--- src/rtl/pipe_flow_ctrl_pkg.sv ---
// Shared definitions for the pipeline flow controller: FSM encodings,
// branch-history counter type and its saturating update helper.
package pipe_flow_ctrl_pkg;

  typedef enum logic [1:0] {
    ST_IDLE     = 2'd0,
    ST_DRAIN    = 2'd1,
    ST_REDIRECT = 2'd2
  } fsm_state_e;

  typedef logic [1:0] bht_ctr_t;

  // Weakly not-taken: one taken outcome flips the prediction.
  localparam bht_ctr_t BHT_INIT = 2'b01;

  // Fall-through distance for a 32-bit instruction.
  localparam int unsigned PC_INC = 4;

  // Two-bit saturating counter step: up on taken, down on not-taken.
  function automatic bht_ctr_t bht_sat_update(input bht_ctr_t ctr, input logic taken);
    bht_ctr_t res;
    if (taken) begin
      res = (ctr == 2'b11) ? 2'b11 : ctr + 2'b01;
    end else begin
      res = (ctr == 2'b00) ? 2'b00 : ctr - 2'b01;
    end
    return res;
  endfunction

endpackage

--- src/rtl/pipe_flow_ctrl_if.sv ---
// Bundle of pipeline-status inputs and stall/flush/redirect outputs
// exchanged between the core datapath (master) and the flow controller (slave).
interface pipe_flow_ctrl_if #(
  parameter int XLEN  = 32,
  parameter int CNT_W = 16
);
  logic             id_valid;
  logic [XLEN-1:0]  id_pc;
  logic             id_is_branch;
  logic [4:0]       id_rs1;
  logic [4:0]       id_rs2;
  logic             id_uses_rs1;
  logic             id_uses_rs2;
  logic             ex_valid;
  logic [4:0]       ex_rd;
  logic             ex_is_load;
  logic             ex_is_branch;
  logic [XLEN-1:0]  ex_pc;
  logic             ex_pred_taken;
  logic             ex_br_taken;
  logic [XLEN-1:0]  ex_target;
  logic             trap_req;
  logic [XLEN-1:0]  trap_vec;
  logic             pred_taken;
  logic             stall_if;
  logic             flush_if;
  logic             flush_id;
  logic             redirect_valid;
  logic [XLEN-1:0]  redirect_pc;
  logic             busy;
  logic [CNT_W-1:0] mispredict_cnt;

  modport master (
    output id_valid, id_pc, id_is_branch, id_rs1, id_rs2, id_uses_rs1, id_uses_rs2,
    output ex_valid, ex_rd, ex_is_load, ex_is_branch, ex_pc, ex_pred_taken,
    output ex_br_taken, ex_target, trap_req, trap_vec,
    input  pred_taken, stall_if, flush_if, flush_id, redirect_valid, redirect_pc,
    input  busy, mispredict_cnt
  );

  modport slave (
    input  id_valid, id_pc, id_is_branch, id_rs1, id_rs2, id_uses_rs1, id_uses_rs2,
    input  ex_valid, ex_rd, ex_is_load, ex_is_branch, ex_pc, ex_pred_taken,
    input  ex_br_taken, ex_target, trap_req, trap_vec,
    output pred_taken, stall_if, flush_if, flush_id, redirect_valid, redirect_pc,
    output busy, mispredict_cnt
  );
endinterface

--- src/rtl/pipe_flow_ctrl_bht_2bit.sv ---
// Branch history table of 2-bit saturating counters. Combinational read,
// registered update; a same-index read during an update sees the old value.
module bht_2bit
  import pipe_flow_ctrl_pkg::*;
#(
  parameter int BHT_IDX_W = 4
) (
  input  logic                 clk,
  input  logic                 rst_n,
  input  logic [BHT_IDX_W-1:0] i_rd_idx,
  output bht_ctr_t             o_rd_ctr,
  input  logic                 i_upd_en,
  input  logic [BHT_IDX_W-1:0] i_upd_idx,
  input  logic                 i_upd_taken
);
  localparam int N_ENTRIES = 1 << BHT_IDX_W;

  bht_ctr_t r_tbl [N_ENTRIES];

  assign o_rd_ctr = r_tbl[i_rd_idx];

  // Initialise every counter on reset, otherwise apply the resolved outcome.
  always_ff @(posedge clk or negedge rst_n) begin
    if (!rst_n) begin
      for (int i = 0; i < N_ENTRIES; i++) begin
        r_tbl[i] <= BHT_INIT;
      end
    end else if (i_upd_en) begin
      r_tbl[i_upd_idx] <= bht_sat_update(r_tbl[i_upd_idx], i_upd_taken);
    end
  end

endmodule

--- src/rtl/pipe_flow_ctrl.sv ---
// Pipeline sequencer: arbitrates mispredict recovery, trap drain/redirect
// and load-use stalls into one set of stall/flush/redirect controls.
module pipe_flow_ctrl
  import pipe_flow_ctrl_pkg::*;
#(
  parameter int XLEN         = 32,
  parameter int BHT_IDX_W    = 4,
  parameter int DRAIN_CYCLES = 2,
  parameter int CNT_W        = 16
) (
  input logic              clk,
  input logic              rst_n,
  pipe_flow_ctrl_if.slave  bus
);
  localparam int DCNT_W = $clog2(DRAIN_CYCLES + 1);

  fsm_state_e        r_state;
  logic [XLEN-1:0]   r_trap_vec;
  logic [DCNT_W-1:0] r_drain_cnt;
  logic [CNT_W-1:0]  r_mp_cnt;
  logic              r_busy;
  logic              r_drain_hold;
  logic              r_redir;

  bht_ctr_t          w_bht_ctr;
  logic              w_idle;
  logic              w_mispredict;
  logic              w_trap_acc;
  logic              w_load_use;
  logic              w_src_hit;
  logic [XLEN-1:0]   w_mp_pc;
  logic              w_pred_taken;
  logic              w_stall_if;
  logic              w_flush_if;
  logic              w_flush_id;
  logic              w_redirect_valid;
  logic [XLEN-1:0]   w_redirect_pc;
  logic              w_unused_pc;

  // Only the word-index bits of the ID PC select a BHT entry.
  assign w_unused_pc = ^{bus.id_pc[XLEN-1:BHT_IDX_W+2], bus.id_pc[1:0]};

  bht_2bit #(
    .BHT_IDX_W (BHT_IDX_W)
  ) u_bht (
    .clk         (clk),
    .rst_n       (rst_n),
    .i_rd_idx    (bus.id_pc[BHT_IDX_W+1:2]),
    .o_rd_ctr    (w_bht_ctr),
    .i_upd_en    (bus.ex_valid & bus.ex_is_branch),
    .i_upd_idx   (bus.ex_pc[BHT_IDX_W+1:2]),
    .i_upd_taken (bus.ex_br_taken)
  );

  // Event detection; the trap sequence masks everything, and priority is
  // mispredict > trap acceptance > load-use.
  always_comb begin
    w_idle       = (r_state == ST_IDLE);
    w_mispredict = w_idle & bus.ex_valid & bus.ex_is_branch &
                   (bus.ex_br_taken != bus.ex_pred_taken);
    w_trap_acc   = w_idle & ~w_mispredict & bus.trap_req & bus.id_valid;
    w_src_hit    = (bus.id_uses_rs1 & (bus.id_rs1 == bus.ex_rd)) |
                   (bus.id_uses_rs2 & (bus.id_rs2 == bus.ex_rd));
    w_load_use   = w_idle & ~w_mispredict & ~w_trap_acc & bus.id_valid &
                   bus.ex_valid & bus.ex_is_load & (bus.ex_rd != 5'd0) & w_src_hit;
    w_mp_pc      = bus.ex_br_taken ? bus.ex_target : (bus.ex_pc + XLEN'(PC_INC));
  end

  // Merge event controls with the FSM's registered controls; reset forces 0.
  always_comb begin
    w_pred_taken     = 1'b0;
    w_stall_if       = 1'b0;
    w_flush_if       = 1'b0;
    w_flush_id       = 1'b0;
    w_redirect_valid = 1'b0;
    w_redirect_pc    = {XLEN{1'b0}};
    if (!rst_n) begin
      w_pred_taken     = 1'b0;
      w_redirect_valid = 1'b0;
    end else begin
      w_pred_taken     = bus.id_valid & bus.id_is_branch & w_bht_ctr[1];
      w_stall_if       = w_load_use | r_drain_hold;
      w_flush_if       = w_mispredict | w_trap_acc | r_redir;
      w_flush_id       = w_mispredict | w_trap_acc | w_load_use | r_drain_hold;
      w_redirect_valid = w_mispredict | r_redir;
      if (w_mispredict) begin
        w_redirect_pc = w_mp_pc;
      end else if (r_redir) begin
        w_redirect_pc = r_trap_vec;
      end else begin
        w_redirect_pc = {XLEN{1'b0}};
      end
    end
  end

  // Trap sequencer: IDLE -> DRAIN (DRAIN_CYCLES) -> REDIRECT -> IDLE.
  always_ff @(posedge clk or negedge rst_n) begin
    if (!rst_n) begin
      r_state      <= ST_IDLE;
      r_trap_vec   <= {XLEN{1'b0}};
      r_drain_cnt  <= {DCNT_W{1'b0}};
      r_busy       <= 1'b0;
      r_drain_hold <= 1'b0;
      r_redir      <= 1'b0;
    end else begin
      case (r_state)
        ST_IDLE: begin
          if (w_trap_acc) begin
            r_state      <= ST_DRAIN;
            r_trap_vec   <= bus.trap_vec;
            r_drain_cnt  <= DCNT_W'(DRAIN_CYCLES);
            r_busy       <= 1'b1;
            r_drain_hold <= 1'b1;
            r_redir      <= 1'b0;
          end else begin
            r_busy       <= 1'b0;
            r_drain_hold <= 1'b0;
            r_redir      <= 1'b0;
          end
        end
        ST_DRAIN: begin
          if (r_drain_cnt == DCNT_W'(1)) begin
            r_state      <= ST_REDIRECT;
            r_drain_cnt  <= {DCNT_W{1'b0}};
            r_drain_hold <= 1'b0;
            r_redir      <= 1'b1;
          end else begin
            r_drain_cnt  <= r_drain_cnt - DCNT_W'(1);
          end
        end
        ST_REDIRECT: begin
          r_state      <= ST_IDLE;
          r_busy       <= 1'b0;
          r_drain_hold <= 1'b0;
          r_redir      <= 1'b0;
        end
        default: begin
          r_state      <= ST_IDLE;
          r_busy       <= 1'b0;
          r_drain_hold <= 1'b0;
          r_redir      <= 1'b0;
        end
      endcase
    end
  end

  // Count every accepted mispredict; wraps naturally at 2**CNT_W.
  always_ff @(posedge clk or negedge rst_n) begin
    if (!rst_n) begin
      r_mp_cnt <= {CNT_W{1'b0}};
    end else if (w_mispredict) begin
      r_mp_cnt <= r_mp_cnt + CNT_W'(1);
    end
  end

  assign bus.pred_taken     = w_pred_taken;
  assign bus.stall_if       = w_stall_if;
  assign bus.flush_if       = w_flush_if;
  assign bus.flush_id       = w_flush_id;
  assign bus.redirect_valid = w_redirect_valid;
  assign bus.redirect_pc    = w_redirect_pc;
  assign bus.busy           = r_busy;
  assign bus.mispredict_cnt = r_mp_cnt;

endmodule

--- src/flat_wrapper.sv ---
// flat-port wrapper written by rule: the top's interface ports become plain ports
module pipe_flow_ctrl_flat import pipe_flow_ctrl_pkg::*;
#(
  parameter int XLEN         = 32,
  parameter int BHT_IDX_W    = 4,
  parameter int DRAIN_CYCLES = 2,
  parameter int CNT_W        = 16
)
  (clk, rst_n, bus_id_valid, bus_id_pc, bus_id_is_branch, bus_id_rs1, bus_id_rs2, bus_id_uses_rs1, bus_id_uses_rs2, bus_ex_valid, bus_ex_rd, bus_ex_is_load, bus_ex_is_branch, bus_ex_pc, bus_ex_pred_taken, bus_ex_br_taken, bus_ex_target, bus_trap_req, bus_trap_vec, bus_pred_taken, bus_stall_if, bus_flush_if, bus_flush_id, bus_redirect_valid, bus_redirect_pc, bus_busy, bus_mispredict_cnt);
  pipe_flow_ctrl_if #(.XLEN(XLEN), .CNT_W(CNT_W)) bus_i ();
  input logic clk;
  input logic rst_n;
  input wire logic [$bits(bus_i.id_valid)-1:0] bus_id_valid;
  input wire logic [$bits(bus_i.id_pc)-1:0] bus_id_pc;
  input wire logic [$bits(bus_i.id_is_branch)-1:0] bus_id_is_branch;
  input wire logic [$bits(bus_i.id_rs1)-1:0] bus_id_rs1;
  input wire logic [$bits(bus_i.id_rs2)-1:0] bus_id_rs2;
  input wire logic [$bits(bus_i.id_uses_rs1)-1:0] bus_id_uses_rs1;
  input wire logic [$bits(bus_i.id_uses_rs2)-1:0] bus_id_uses_rs2;
  input wire logic [$bits(bus_i.ex_valid)-1:0] bus_ex_valid;
  input wire logic [$bits(bus_i.ex_rd)-1:0] bus_ex_rd;
  input wire logic [$bits(bus_i.ex_is_load)-1:0] bus_ex_is_load;
  input wire logic [$bits(bus_i.ex_is_branch)-1:0] bus_ex_is_branch;
  input wire logic [$bits(bus_i.ex_pc)-1:0] bus_ex_pc;
  input wire logic [$bits(bus_i.ex_pred_taken)-1:0] bus_ex_pred_taken;
  input wire logic [$bits(bus_i.ex_br_taken)-1:0] bus_ex_br_taken;
  input wire logic [$bits(bus_i.ex_target)-1:0] bus_ex_target;
  input wire logic [$bits(bus_i.trap_req)-1:0] bus_trap_req;
  input wire logic [$bits(bus_i.trap_vec)-1:0] bus_trap_vec;
  output wire logic [$bits(bus_i.pred_taken)-1:0] bus_pred_taken;
  output wire logic [$bits(bus_i.stall_if)-1:0] bus_stall_if;
  output wire logic [$bits(bus_i.flush_if)-1:0] bus_flush_if;
  output wire logic [$bits(bus_i.flush_id)-1:0] bus_flush_id;
  output wire logic [$bits(bus_i.redirect_valid)-1:0] bus_redirect_valid;
  output wire logic [$bits(bus_i.redirect_pc)-1:0] bus_redirect_pc;
  output wire logic [$bits(bus_i.busy)-1:0] bus_busy;
  output wire logic [$bits(bus_i.mispredict_cnt)-1:0] bus_mispredict_cnt;
  assign bus_i.id_valid = bus_id_valid;
  assign bus_i.id_pc = bus_id_pc;
  assign bus_i.id_is_branch = bus_id_is_branch;
  assign bus_i.id_rs1 = bus_id_rs1;
  assign bus_i.id_rs2 = bus_id_rs2;
  assign bus_i.id_uses_rs1 = bus_id_uses_rs1;
  assign bus_i.id_uses_rs2 = bus_id_uses_rs2;
  assign bus_i.ex_valid = bus_ex_valid;
  assign bus_i.ex_rd = bus_ex_rd;
  assign bus_i.ex_is_load = bus_ex_is_load;
  assign bus_i.ex_is_branch = bus_ex_is_branch;
  assign bus_i.ex_pc = bus_ex_pc;
  assign bus_i.ex_pred_taken = bus_ex_pred_taken;
  assign bus_i.ex_br_taken = bus_ex_br_taken;
  assign bus_i.ex_target = bus_ex_target;
  assign bus_i.trap_req = bus_trap_req;
  assign bus_i.trap_vec = bus_trap_vec;
  assign bus_pred_taken = bus_i.pred_taken;
  assign bus_stall_if = bus_i.stall_if;
  assign bus_flush_if = bus_i.flush_if;
  assign bus_flush_id = bus_i.flush_id;
  assign bus_redirect_valid = bus_i.redirect_valid;
  assign bus_redirect_pc = bus_i.redirect_pc;
  assign bus_busy = bus_i.busy;
  assign bus_mispredict_cnt = bus_i.mispredict_cnt;
  pipe_flow_ctrl #(.XLEN(XLEN), .BHT_IDX_W(BHT_IDX_W), .DRAIN_CYCLES(DRAIN_CYCLES), .CNT_W(CNT_W)) u_core (.clk(clk), .rst_n(rst_n), .bus(bus_i));
endmodule
--- config.mk ---
export PLATFORM = sky130hd
export DESIGN_NAME = pipe_flow_ctrl_flat
export DESIGN_NICKNAME = d
export VERILOG_FILES = /design/src/rtl/pipe_flow_ctrl_pkg.sv /design/src/rtl/pipe_flow_ctrl_if.sv /design/src/rtl/pipe_flow_ctrl_bht_2bit.sv /design/src/rtl/pipe_flow_ctrl.sv /design/src/flat_wrapper.sv
export SDC_FILE = /design/constraint.sdc
export NUM_CORES = 1
export LEC_CHECK = 0
export BUFFER_PORTS_ARGS = -buffer_cell sky130_fd_sc_hd__buf_2
export CORE_UTILIZATION = 45
export CTS_BUF_LIST = sky130_fd_sc_hd__clkbuf_8
export CTS_CLUSTER_DIAMETER = 60
export DETAILED_ROUTE_END_ITERATION = 12
export GPL_ROUTABILITY_DRIVEN = 1
export PLACE_DENSITY = 0.77
export SLEW_MARGIN = 25
export SYNTH_ARGS = -nofsm -noshare
export SYNTH_HDL_FRONTEND = slang
export SYNTH_SLANG_ARGS = --single-unit
--- constraint.sdc ---
create_clock -name clk -period 2.2 [get_ports clk]
set_clock_uncertainty 0.1 [all_clocks]
set_input_delay 0.22 -clock clk [delete_from_list [all_inputs] [get_ports clk]]
set_output_delay 0.22 -clock clk [all_outputs]
set_load 0.02 [all_outputs]
==> impl_metrics.sql <==
INSERT INTO impl_metrics (metric_group, metric, value, unit) VALUES
('power', 'power_switching', '2.45', 'mW'),
('die', 'die-area', '12600', 'um2'),
('power', 'clockPowerShare', '16.9', '%'),
('yosys', 'yosys_most_used_dff', 'dfrtp_1', ''),
('run_status', 'outcome', 'complete, but fails checks', ''),
('critical_path', 'worstPathRequired', '1.88', 'ns'),
('sta', 'setup_violations_final', '33', ''),
('detailed_routing', 'drt-total-wl', '20100', 'um'),
('critical_path', 'worstPathArrival', '2.08', 'ns'),
('die', 'area_of_the_core_region', '11700', 'um2'),
('sta', 'final_hold_viol_count', '0', ''),
('detailed_routing', 'number_of_vias_per_cell', '5.97', ''),
('critical_path', 'path_class', 'reg -> out', ''),
('grt', 'first_global_vias', '5952', ''),
('detailed_routing', 'drt_first_iter_violations', '502', ''),
('yosys', 'synth.cell_area', '5490', 'um2'),
('critical_path', 'critical_path_peak_fanout', '3', ''),
('sta', 'slew_headroom', '52.4', '%'),
('yosys', 'synth-edff-count', '0', ''),
('critical_path', 'end_kind', 'output pin', ''),
('place', 'standard_cell_area_after_detailed_placement', '6770', 'um2'),
('power', 'p_leak', '3.74', 'nW'),
('die', 'core.rowCount', '39', ''),
('detailed_routing', 'vias', '5674', ''),
('yosys', 'post-synth-top-area-fraction', '32.4', '%'),
('cts', 'clock_tree.htree_level_count', '3', ''),
('yosys', 'synth_area_per_cell', '10.1', 'um2'),
('die', 'fp.dieW', '112', 'um'),
('sta', 'timing.final.ws_setup', '-0.202', 'ns'),
('power', 'vdd_drop_max', '0.000515', 'V'),
('detailed_routing', 'wl_per_cell', '21.1', 'um'),
('yosys', 'yosysWarningCount', '0', ''),
('place', 'place.gp.congestion', '0.893', ''),
('yosys', 'flip_flop_and_latch_count_after_synthesis', '87', ''),
('die', 'die_y', '112', 'um'),
('yosys', 'yosys-top-cells-area', 'dfrtp_1 (32%), mux2_2 (13%), dfstp_2 (7.7%), xnor2_1 (6.9%), mux4_2 (4.5%)', ''),
('yosys', 'seq_area_frac_synth', '40.1', '%'),
('place', 'placement.io_buffers', '180', ''),
('yosys', 'netlist-cell-type-count', '46', ''),
('power', 'switching_share', '37.5', '%'),
('min_path', 'worst_hold_path_type', 'in -> async', ''),
('cts', 'worst_setup_hold_path_clk_slew', '0.09', 'ns'),
('cts', 'worstSkewPairLatency', '0.37', 'ns'),
('flow_run', 'max_cap_viol_count', '0', ''),
('power', 'pwr_density_cell', '757', 'nW/um2'),
('detailed_routing', 'detail-route-antenna-nets', '0', ''),
('yosys', 'synth_common_cells', 'dfrtp_1 (71), mux2_2 (64), nand2_1 (55)', ''),
('sta', 'fmaxAchievable', '416', 'MHz'),
('sta', 'grt_setup_unrepaired', 'yes', ''),
('power', 'pwr-share-seq', '39.5', '%'),
('yosys', 'syn-num-nets', '703', ''),
('finish', 'flow.area_growth_from_synthesis', '57.6', '%'),
('grt', 'tot_gr_track_use', '31.9', '%'),
('finish', 'layout.cell_area.non_filler', '8640', 'um2'),
('cts', 'clock_sink_count', '87', ''),
('cts', 'cts.path.max_buffers', '2', ''),
('critical_path', 'worstSetupStartpointType', 'flop', ''),
('yosys', 'asyncSetResetFlopFracSynth', '100', '%'),
('sta', 'final_min_period_over_clock_period', '109', '%'),
('sta', 'actual_slew_at_the_worst_max_slew_pin', '0.712', 'ns'),
('finish', 'ant_diodes', '0', ''),
('finish', 'final_net_count', '964', ''),
('grt', 'antenna_found_initial', '0', ''),
('yosys', 'netlist_instances', '542', ''),
('yosys', 'yosysMostFrequentCell', 'dfrtp_1', ''),
('power', 'combinationalPowerShare', '43.6', '%'),
('sta', 'post-route-min-period', '2.40', 'ns'),
('die', 'start_util', '47.0', '%'),
('grt', 'global_route.overflow_total', '0', ''),
('power', 'cell_internal_pwr', '4.09', 'mW'),
('place', 'place_hpwl', '12200', 'um'),
('critical_path', 'internal_reg_to_reg_setup_slack', '0.05', 'ns'),
('sta', 'count_of_final_max_slew_check_failures', '0', ''),
('cts', 'cts_tree', 'built', ''),
('yosys', 'synth_largest_area_cell', 'dfrtp_1', ''),
('detailed_routing', 'drc', '0', ''),
('grt', 'grt_start_max_net_pins', '50', ''),
('detailed_routing', 'drt-pass1-iter-count', '5', ''),
('run_status', 'violations', 'setup timing', ''),
('grt', 'wire_length_of_the_first_global_routing_pass', '30800', 'um'),
('cts', 'cts_inserted_buffers', '9', ''),
('die', 'io-pin-count', '209', ''),
('finish', 'fin_util', '74.1', '%'),
('finish', 'layout-drive-gt1-share', '56.6', '%'),
('cts', 'root_buffer', 'clkbuf_8', '');
## flip-flops by register name (all words and copies together), names as in the netlist
register	flops
u_core.r_trap_vec	32
u_core.r_state	2
u_core.r_drain_cnt	2
u_core.bus.mispredict_cnt	16
u_core.r_drain_hold	1
u_core.bus.busy	1
u_core.u_bht.r_tbl	32
u_core.r_redir	1
## final timing paths
kind,from,end,depth (start not counted)
worst max-delay path,u_core.u_bht.r_tbl[17],bus_pred_taken,4
worst min-delay path,rst_n,u_core.r_trap_vec[25],2
worst max register to register,u_core.u_bht.r_tbl[20],u_core.u_bht.r_tbl[9],5
worst min register to register,u_core.bus.mispredict_cnt[15],u_core.bus.mispredict_cnt[15],1
max in group asynchronous,rst_n,u_core.bus.mispredict_cnt[2],3
min in group clk,bus_trap_req,u_core.r_state[0],3
## final cells by class
| type | instances | area (um2) |
|---|---|---|
| clock buffers | 11 | 151 |
| well taps | 143 | 179 |
| inverters | 10 | 37.5 |
| multi-input cells | 412 | 3770 |
| fillers | 727 | 3020 |
| clock inverters | 5 | 38.8 |
| repair buffers | 283 | 2270 |
| flip-flops and latches | 87 | 2200 |
## cells by family after synthesis
logic type                 count (synthesis)  synth area share (%)
muxes                                     82                  19.5
AOI/OAI and AO/OA                         77                  9.19
DFF                                       87                  40.1
xor gates and xnor gates                  50                  7.98
and+or+nand+nor                          194                  17.9
adders and majority gates                  8                  1.78
buffers and inverters                     44                  3.56
## power groups by stage
stage | registers [mW] | logic, mW | clock network, mW
after floorplan | 2.41 | 1.28 | 0
after global placement | 2.46 | 1.87 | 0
after detailed placement | 2.50 | 1.95 | 0
after CTS | 2.53 | 2.63 | 1.14
after global routing | 2.64 | 3.04 | 1.20
final | 2.58 | 2.85 | 1.11
## metal layers
layer	wire, um	track usage [%]	share of wire (%)	up-vias
met1	7830	36.8	39	2772
li1	-	-	-	2526
met4	901	16.0	4.5	0
met5	0	0	0	-
met3	1230	5.40	6.1	82
met2	10100	57.2	50	294
## cells in the final DEF, fill, tap and decap left out, types with 6 or more instances in the layout
cell / Yosys / final
nand3_1: 28 / 20
nand4_1: 20 / 20
dlygate4sd3_1: 0 / 33
a21oi_2: 0 / 9
buf_6: 3 / 33
o21ai_2: 0 / 10
inv_1: 10 / 9
a21oi_4: 0 / 6
nand3_2: 1 / 7
nand2_1: 55 / 42
buf_2: 6 / 144
clkbuf_8: 0 / 11
nor4_1: 10 / 7
o211ai_1: 6 / 6
nand2b_1: 8 / 8
buf_4: 0 / 51
dfrtp_1: 71 / 68
xnor2_1: 43 / 42
dfstp_2: 16 / 16
nand2_4: 0 / 10
nor2_1: 32 / 24
ha_1: 6 / 6
mux2_2: 64 / 63
mux4_2: 11 / 11
nor3_1: 11 / 9
buf_12: 0 / 11
a221oi_2: 0 / 7
xor2_1: 7 / 6
nor2_4: 0 / 6
and4_1: 7 / 6
## critical path: stages (launching register included)
cell	delay [ns]
dfrtp_1	0.41
mux4_2	0.50
mux4_2	0.48
and4_1	0.20
buf_6	0.13
## through the flow
stage	power (mW)	hold slack [ns]	setup TNS (ns)	std cells	setup slack, ns
6_report	6.55	0.0841	-2.89	951	-0.202
3_5_place_dp	4.46	0.000592	-1.87	864	-0.128
3_3_place_gp	4.33	0.00240	-0.386	864	-0.0266
5_1_grt	6.87	0.0998	-5.46	951	-0.269
4_1_cts	6.29	0.0421	-3.96	949	-0.235
2_1_floorplan	3.69	-0.176	0	542	0.00387
## repair_timing
action / CTS / global route
hold endpoints to repair: 70 / 0
gates cloned: 9 / 1
hold buffers: 34 / 0
gates resized for setup: 165 / 75
endpoints found under the setup margin: 35 / 73
setup buffers: 26 / 4
pin swaps: 27 / 24
(Power assumes the default switching activity.)
